**config.mk**
```make
export PLATFORM = sky130hd
export DESIGN_NAME = hcms29xx_receiver_flat
export DESIGN_NICKNAME = d
export VERILOG_FILES = /design/src/rtl/hcms29xx_pkg.sv /design/src/rtl/hcms29xx_if.sv /design/src/rtl/hcms29xx_pin_sync.sv /design/src/rtl/hcms29xx_receiver.sv /design/src/flat_wrapper.sv
export SDC_FILE = /design/constraint.sdc
export NUM_CORES = 1
export LEC_CHECK = 0
export BUFFER_PORTS_ARGS = -buffer_cell sky130_fd_sc_hd__buf_2
export CAP_MARGIN = 20
export CORE_UTILIZATION = 67
export DETAILED_ROUTE_END_ITERATION = 10
export GPL_ROUTABILITY_DRIVEN = 0
export HOLD_SLACK_MARGIN = 0.08
export MAX_ROUTING_LAYER = met4
export PLACE_DENSITY = 0.85
export SLEW_MARGIN = 40
export SYNTH_ARGS = -nofsm -noshare
export SYNTH_HDL_FRONTEND = slang
export SYNTH_SLANG_ARGS = --single-unit
```
**constraint.sdc**
```tcl
create_clock -name i_CLK -period 3.4 [get_ports i_CLK]
set_clock_uncertainty 0.15 [all_clocks]
set_input_delay 0.17 -clock i_CLK [delete_from_list [all_inputs] [get_ports i_CLK]]
set_output_delay 0.17 -clock i_CLK [all_outputs]
set_load 0.005 [all_outputs]
```
**src/rtl/hcms29xx_pkg.sv**
```systemverilog
// Shared types and constants for the HCMS-29xx display-side receiver.
package hcms29xx_pkg;

  typedef enum logic [1:0] {
    IDLE,
    SHIFT,
    COMMIT
  } state_e;

  localparam logic HCMS_DATA_REGISTER    = 1'b0;
  localparam logic HCMS_COMMAND_REGISTER = 1'b1;

  localparam int NUM_COLS_DEFAULT = 20;

  // Control-word layout: bit 7 picks the register, bits [6:0] are its payload.
  localparam int CTRL_W           = 7;
  localparam int CTRL_SEL_BIT     = 7;
  localparam int CTRL_SLEEP_N_BIT = 6;
  localparam int CTRL_PEAK_LSB    = 4;
  localparam int CTRL_BRIGHT_LSB  = 0;

endpackage

```
**src/rtl/hcms29xx_if.sv**
```systemverilog
// The five HCMS-29xx serial pins; the transmitter drives them, the receiver listens.
interface hcms29xx_if;
  logic i_hcms_data;
  logic i_hcms_clock;
  logic i_hcms_regsel;
  logic i_hcms_ncs;
  logic i_hcms_nreset;

  modport master (
    output i_hcms_data, i_hcms_clock, i_hcms_regsel, i_hcms_ncs, i_hcms_nreset
  );

  modport slave (
    input i_hcms_data, i_hcms_clock, i_hcms_regsel, i_hcms_ncs, i_hcms_nreset
  );
endinterface

```
**src/rtl/hcms29xx_pin_sync.sv**
```systemverilog
// N-stage synchronizer for one asynchronous pin, plus a history flop for edge detection.
module hcms_pin_sync #(
  parameter int   STAGES  = 2,
  parameter logic RST_VAL = 1'b0
) (
  input  logic clk,
  input  logic rst_n,
  input  logic i_pin,
  output logic o_sync,
  output logic o_prev
);

  logic [STAGES-1:0] sync_q, sync_d;
  logic              prev_q, prev_d;

  always_comb begin
    sync_d = {sync_q[STAGES-2:0], i_pin};
    prev_d = sync_q[STAGES-1];
  end

  // NOTE: sequential state uses non-blocking assignments so every flop samples pre-edge values.
  always_ff @(posedge clk or negedge rst_n) begin
    if (!rst_n) begin
      sync_q <= {STAGES{RST_VAL}};
      prev_q <= RST_VAL;
    end else begin
      sync_q <= sync_d;
      prev_q <= prev_d;
    end
  end

  assign o_sync = sync_q[STAGES-1];
  assign o_prev = prev_q;

endmodule

```
**src/rtl/hcms29xx_receiver.sv**
```systemverilog
// HCMS-29xx display emulator: decodes dot data into a double-buffered column
// memory and control words into registers, flagging malformed transfers.
module hcms29xx_receiver
  import hcms29xx_pkg::*;
#(
  parameter int  NUM_COLS    = NUM_COLS_DEFAULT,
  parameter int  SYNC_STAGES = 2,
  localparam int AW          = $clog2(NUM_COLS)
) (
  input  logic              i_CLK,
  input  logic              i_nReset,
  hcms29xx_if.slave         hcms,
  input  logic [AW-1:0]     i_rd_addr,
  output logic [7:0]        o_rd_data,
  output logic              o_frame_valid,
  output logic [CTRL_W-1:0] o_ctrl0,
  output logic [CTRL_W-1:0] o_ctrl1,
  output logic              o_busy,
  output logic              o_err_partial,
  output logic              o_err_overflow,
  input  logic              i_err_clr
);

  localparam logic [AW-1:0] LAST_COL = AW'(NUM_COLS - 1);

  logic       din_s, sclk_s, sclk_p, rs_s, ncs_s, ncs_p, nrst_s;
  logic [2:0] unused_prev;

  hcms_pin_sync #(.STAGES(SYNC_STAGES)) u_sync_din (
    .clk(i_CLK), .rst_n(i_nReset), .i_pin(hcms.i_hcms_data), .o_sync(din_s), .o_prev(unused_prev[0]));
  hcms_pin_sync #(.STAGES(SYNC_STAGES)) u_sync_sclk (
    .clk(i_CLK), .rst_n(i_nReset), .i_pin(hcms.i_hcms_clock), .o_sync(sclk_s), .o_prev(sclk_p));
  hcms_pin_sync #(.STAGES(SYNC_STAGES)) u_sync_rs (
    .clk(i_CLK), .rst_n(i_nReset), .i_pin(hcms.i_hcms_regsel), .o_sync(rs_s), .o_prev(unused_prev[1]));
  // Chip enable idles high, so its chain resets high to avoid a false fall after reset.
  hcms_pin_sync #(.STAGES(SYNC_STAGES), .RST_VAL(1'b1)) u_sync_ncs (
    .clk(i_CLK), .rst_n(i_nReset), .i_pin(hcms.i_hcms_ncs), .o_sync(ncs_s), .o_prev(ncs_p));
  hcms_pin_sync #(.STAGES(SYNC_STAGES)) u_sync_nrst (
    .clk(i_CLK), .rst_n(i_nReset), .i_pin(hcms.i_hcms_nreset), .o_sync(nrst_s), .o_prev(unused_prev[2]));

  logic sclk_rise, ncs_fall, ncs_rise;
  assign sclk_rise = sclk_s & ~sclk_p;
  assign ncs_fall  = ~ncs_s & ncs_p;
  assign ncs_rise  = ncs_s & ~ncs_p;

  state_e            state_q, state_d;
  logic [7:0]        sr_q, sr_d;
  logic [2:0]        cnt_q, cnt_d;
  logic [AW-1:0]     ptr_q, ptr_d;
  logic              wrap_q, wrap_d;
  logic              got_q, got_d;
  logic              rs_q, rs_d;
  logic [7:0]        shadow_q [NUM_COLS];
  logic [7:0]        shadow_d [NUM_COLS];
  logic [7:0]        disp_q   [NUM_COLS];
  logic [7:0]        disp_d   [NUM_COLS];
  logic [CTRL_W-1:0] ctrl0_q, ctrl0_d, ctrl1_q, ctrl1_d;
  logic              fv_q, fv_d;
  logic              perr_q, perr_d, oerr_q, oerr_d;
  logic              perr_set, oerr_set;
  logic [7:0]        rd_data_q, rd_data_d;

  // NOTE: every variable gets a default first so no path leaves one unassigned (no latches).
  always_comb begin
    state_d  = state_q;
    sr_d     = sr_q;
    cnt_d    = cnt_q;
    ptr_d    = ptr_q;
    wrap_d   = wrap_q;
    got_d    = got_q;
    rs_d     = rs_q;
    shadow_d = shadow_q;
    disp_d   = disp_q;
    ctrl0_d  = ctrl0_q;
    ctrl1_d  = ctrl1_q;
    fv_d     = 1'b0;
    perr_set = 1'b0;
    oerr_set = 1'b0;

    if (!nrst_s) begin
      // Display reset drops pending column writes and forces sleep; the shown frame stays.
      state_d  = IDLE;
      shadow_d = disp_q;
      ctrl0_d  = '0;
    end else begin
      unique case (state_q)
        IDLE: begin
          if (ncs_fall) begin
            state_d = SHIFT;
            sr_d    = '0;
            cnt_d   = '0;
            ptr_d   = '0;
            wrap_d  = 1'b0;
            got_d   = 1'b0;
          end
        end
        SHIFT: begin
          if (sclk_rise) begin
            sr_d  = {sr_q[6:0], din_s};
            cnt_d = cnt_q + 3'd1;
            if (cnt_q == 3'd7) begin
              got_d = 1'b1;
              if (rs_s == HCMS_DATA_REGISTER) begin
                shadow_d[ptr_q] = sr_d;
                if (wrap_q) oerr_set = 1'b1;
                if (ptr_q == LAST_COL) begin
                  ptr_d  = '0;
                  wrap_d = 1'b1;
                end else begin
                  ptr_d = ptr_q + AW'(1);
                end
              end
            end
          end
          // A same-cycle clock rise is shifted above before the commit is taken.
          if (ncs_rise) begin
            state_d = COMMIT;
            rs_d    = rs_s;
          end
        end
        COMMIT: begin
          state_d = IDLE;
          if (cnt_q != 3'd0) perr_set = 1'b1;
          if (rs_q == HCMS_DATA_REGISTER) begin
            if (got_q) begin
              disp_d = shadow_q;
              fv_d   = 1'b1;
            end
          end else if (got_q && cnt_q == 3'd0) begin
            if (sr_q[CTRL_SEL_BIT]) ctrl1_d = sr_q[CTRL_W-1:0];
            else                    ctrl0_d = sr_q[CTRL_W-1:0];
          end
        end
        default: state_d = IDLE;
      endcase
    end

    perr_d = i_err_clr ? 1'b0 : (perr_q | perr_set);
    oerr_d = i_err_clr ? 1'b0 : (oerr_q | oerr_set);

    rd_data_d = '0;
    if (int'(i_rd_addr) < NUM_COLS) rd_data_d = disp_q[i_rd_addr];
  end

  // NOTE: both column buffers are flop arrays, so they reset to a known blank frame.
  always_ff @(posedge i_CLK or negedge i_nReset) begin
    if (!i_nReset) begin
      state_q   <= IDLE;
      sr_q      <= '0;
      cnt_q     <= '0;
      ptr_q     <= '0;
      wrap_q    <= 1'b0;
      got_q     <= 1'b0;
      rs_q      <= 1'b0;
      shadow_q  <= '{default: '0};
      disp_q    <= '{default: '0};
      ctrl0_q   <= '0;
      ctrl1_q   <= '0;
      fv_q      <= 1'b0;
      perr_q    <= 1'b0;
      oerr_q    <= 1'b0;
      rd_data_q <= '0;
    end else begin
      state_q   <= state_d;
      sr_q      <= sr_d;
      cnt_q     <= cnt_d;
      ptr_q     <= ptr_d;
      wrap_q    <= wrap_d;
      got_q     <= got_d;
      rs_q      <= rs_d;
      shadow_q  <= shadow_d;
      disp_q    <= disp_d;
      ctrl0_q   <= ctrl0_d;
      ctrl1_q   <= ctrl1_d;
      fv_q      <= fv_d;
      perr_q    <= perr_d;
      oerr_q    <= oerr_d;
      rd_data_q <= rd_data_d;
    end
  end

  assign o_rd_data      = rd_data_q;
  assign o_frame_valid  = fv_q;
  assign o_ctrl0        = ctrl0_q;
  assign o_ctrl1        = ctrl1_q;
  assign o_busy         = (state_q == SHIFT);
  assign o_err_partial  = perr_q;
  assign o_err_overflow = oerr_q;

endmodule
```
**src/flat_wrapper.sv**
```systemverilog
// flat-port wrapper written by rule: the top's interface ports become plain ports
module hcms29xx_receiver_flat import hcms29xx_pkg::*;
#(
  parameter int  NUM_COLS    = NUM_COLS_DEFAULT,
  parameter int  SYNC_STAGES = 2,
  localparam int AW          = $clog2(NUM_COLS)
)
  (i_CLK, i_nReset, i_rd_addr, o_rd_data, o_frame_valid, o_ctrl0, o_ctrl1, o_busy, o_err_partial, o_err_overflow, i_err_clr, hcms_i_hcms_data, hcms_i_hcms_clock, hcms_i_hcms_regsel, hcms_i_hcms_ncs, hcms_i_hcms_nreset);
  hcms29xx_if hcms_i ();
  input  logic i_CLK;
  input  logic i_nReset;
  input  logic [AW-1:0] i_rd_addr;
  output logic [7:0] o_rd_data;
  output logic o_frame_valid;
  output logic [CTRL_W-1:0] o_ctrl0;
  output logic [CTRL_W-1:0] o_ctrl1;
  output logic o_busy;
  output logic o_err_partial;
  output logic o_err_overflow;
  input  logic i_err_clr;
  input wire logic [$bits(hcms_i.i_hcms_data)-1:0] hcms_i_hcms_data;
  input wire logic [$bits(hcms_i.i_hcms_clock)-1:0] hcms_i_hcms_clock;
  input wire logic [$bits(hcms_i.i_hcms_regsel)-1:0] hcms_i_hcms_regsel;
  input wire logic [$bits(hcms_i.i_hcms_ncs)-1:0] hcms_i_hcms_ncs;
  input wire logic [$bits(hcms_i.i_hcms_nreset)-1:0] hcms_i_hcms_nreset;
  assign hcms_i.i_hcms_data = hcms_i_hcms_data;
  assign hcms_i.i_hcms_clock = hcms_i_hcms_clock;
  assign hcms_i.i_hcms_regsel = hcms_i_hcms_regsel;
  assign hcms_i.i_hcms_ncs = hcms_i_hcms_ncs;
  assign hcms_i.i_hcms_nreset = hcms_i_hcms_nreset;
  hcms29xx_receiver #(.NUM_COLS(NUM_COLS), .SYNC_STAGES(SYNC_STAGES)) u_core (.i_CLK(i_CLK), .i_nReset(i_nReset), .hcms(hcms_i), .i_rd_addr(i_rd_addr), .o_rd_data(o_rd_data), .o_frame_valid(o_frame_valid), .o_ctrl0(o_ctrl0), .o_ctrl1(o_ctrl1), .o_busy(o_busy), .o_err_partial(o_err_partial), .o_err_overflow(o_err_overflow), .i_err_clr(i_err_clr));
endmodule
```
==> metrics.cfg <==
[run_status]
status=finished, final reports clean

[clock_network]
cts_tree=done
clkTransAtPathRegs_ns=0.06
clock_path_buffers=3
cts_resized=0
clk-insertion-delay-late_ns=0.53
cts_htree_levels=2
cts_buffers=39
clock_sinks=378
root_buffer=clkbuf_16

[routing]
postRouteAntennaNets=0
drt-initial-drc-count=1057
avgRoutedWirePerCell_um=21.4
first_pass_iters=6
viasPerCell=6.24
via_count=10891
route.detailed.drc=0
drt-total-wl_um=37400

[setup_path]
crit_arrival_ns=2.79
path_max_fanout=21
crit_path_cell_trace=ha_1, ha_1, nor4bb_4, buf_4, nand4_2, mux2i_1, a21oi_1
crit_path_end_kind=flip-flop
cpMaxStageDelayCell=buf_4
cp_slowest_stage_delay_ns=0.47
cp-startpoint=u_core.cnt_q[0]
crit_path_start_kind=flip-flop
cp.required_ns=3.62
critical_path_class=flip-flop to flip-flop
crit_top_cell=ha_1
cp_top_family=simple AND/OR/NAND/NOR gates
r2r-start=u_core.cnt_q[0]
worst-path-buf-inv=1

[die]
row_count=58
die_area_sq_mm=0.0263
start_util_pct=68.1
placeableCoreArea_sq_mm=0.0252
num_io_pins=39
die_y_um=162
die_w_um=162

[logic_synthesis]
yosys_warnings=0
synth.top_cell.area_share_pct=54.7
synthFlopType=dfrtp_1
synth_cell_types=46
yosys.area.top_type=dfrtp_1
syn_avg_cell_area_sq_um=12.5
synth_edf_count=0
synth_area_leaders=dfrtp_1 55%, mux2i_1 12%, mux2_2 11%
synth.most_common_cell=dfrtp_1
ys_seq_elements=378
yosysSeqAreaShare_pct=55.2
syn_area_sq_mm=0.0172
syn_nets=1397
synthArstFlopShare_pct=100
synthCells=1377
yosys-top-cells-count=375 x dfrtp_1, 207 x mux2i_1, 168 x mux2_2

[placement]
io_buffer_count=38
post-place-ws_ns=0.883
hpwl_um=22000

[global_routing]
antenna_found_initial=0
grt_pass1_vias=11299
overflow=0
met2_usage_pct=49.2
grt_max_degree=233
grt_usage_pct=30.7
met1_usage_pct=40.9
grt_use_met3_pct=4.26
grt_first_pass_wirelength_um=61000
busiest_layer=met2

[sta]
period_share_pct=75.7
rsz0062_at_grt=no
hold_violations=0
setup_viol=0
fin_crit_ns=2.57
max_slew_margin_pct=54.9
worstMarginPinSlew_ns=0.673
finalSetupTns_ns=0
setup_ws_ns=0.826
max_freq_mhz=388
drv_slew=0

[power]
total_power_mw=9.77
power_density_mw_per_mm2=511
vdd_drop_max_mv=0.569
leakage_nw=9.99

[cells_and_area]
fin_nets=1407
drive_gt1_share_pct=25.2
area_growth_syn_to_layout_pct=11.4
fill_cells=1527
n_antenna_cell=0

[job]
maxCapViolCount=0

[hold_path]
hp-class=input pin to async pin

## state kept, by name (all words and copies together) (netlist names), 2 cells and up
name / cells
u_core.state_q: 2
u_core.o_ctrl1: 7
u_core.shadow_q: 160
u_core.ptr_q: 5
u_core.u_sync_din.sync_q: 2
u_core.u_sync_nrst.sync_q: 2
u_core.cnt_q: 3
u_core.sr_q: 8
u_core.o_ctrl0: 7
u_core.disp_q: 160
u_core.u_sync_sclk.sync_q: 2
u_core.o_rd_data: 8
u_core.u_sync_rs.sync_q: 2
u_core.u_sync_ncs.sync_q: 2
## worst paths after layout
check	cells after the start	end	slack, ns
worst min register to register	0	u_core.u_sync_din.sync_q[1]	0.20
min in group i_CLK	2	u_core.u_sync_rs.sync_q[0]	0.14
max in group asynchronous	3	u_core.shadow_q[94]	2.02
worst min-delay path	2	u_core.o_ctrl1[2]	0.07
worst max register to register	7	u_core.shadow_q[53]	0.83
worst max-delay path	7	u_core.shadow_q[53]	0.83
## cells by family after synthesis
| family | count (synthesis) | synth area share, % |
|---|---|---|
| flip-flops | 378 | 55.2 |
| adder cells (fa/ha/maj) | 8 | 0.569 |
| AO/OA/AOI/OAI | 203 | 6.31 |
| multiplexers | 399 | 26.3 |
| buffers and inverters | 109 | 2.72 |
| AND/OR/NAND/NOR | 280 | 8.99 |
## report_power, final
| part | leakage (nW) | switching (mW) | internal (mW) |
|---|---|---|---|
| registers | 5.00 | 0.105 | 4.65 |
| clock network | 0.680 | 1.70 | 2.79 |
| logic | 4.31 | 0.336 | 0.192 |
## cells in the final DEF, fill, tap and decap left out, types with 3 or more instances in the layout
master         instances
mux2_2               168
nand4_2                6
nand2b_1               3
dlygate4sd3_1         10
ha_1                   7
dfrtp_1              368
clkinv_2               3
inv_1                  7
clkbuf_16             41
buf_4                 14
o211ai_1               8
bufinv_16              4
buf_2                 36
a21oi_1              164
dfstp_2                3
dfrtp_2                6
and2_1                 3
mux4_2                24
nand4_1                7
buf_12                 7
nand2_1               48
nand3_1                4
nor2_1               164
or3_1                  3
nand4_4               14
mux2i_1              207
a22oi_1                9
clkbuf_1               7
o21ai_0               14
clkbuf_8              13
nor2b_1               13
## cell type report
| type | count | area (sq um) | area share (%) |
|---|---|---|---|
| Timing Repair Buffer | 70 | 579 | 3.03 |
| Sequential cell | 378 | 9470 | 49.6 |
| Tap cell | 330 | 413 | 2.16 |
| Clock buffer | 61 | 1230 | 6.44 |
| Inverter | 8 | 30.0 | 0.157 |
| Multi-Input combinational cell | 890 | 7250 | 37.9 |
| Clock inverter | 8 | 144 | 0.753 |
## metal layers
metal	vias up	part of all wire, %
met5	-	0
met4	0	2.7
met3	79	4.5
met2	278	50
met1	5598	43
li1	4936	-
## through the flow
stage	hold WS, ns	utilization, %	std cells	instance area [sq um]
floorplan	-0.276	-	1377	17200
global placement	0.0573	69.9	1665	17600
detailed placement	0.0630	69.9	1665	17600
CTS	0.124	75.8	1744	19100
global route	0.133	75.9	1745	19100
finish	0.0688	75.9	1745	19100
## what timing repair did
item / in CTS / in global routing
endpoints found under the setup margin: 0 / 0
hold endpoints to repair: 210 / 0
setup buffers: 0 / 0
hold buffers: 10 / 0
(Power assumes the default switching activity.)
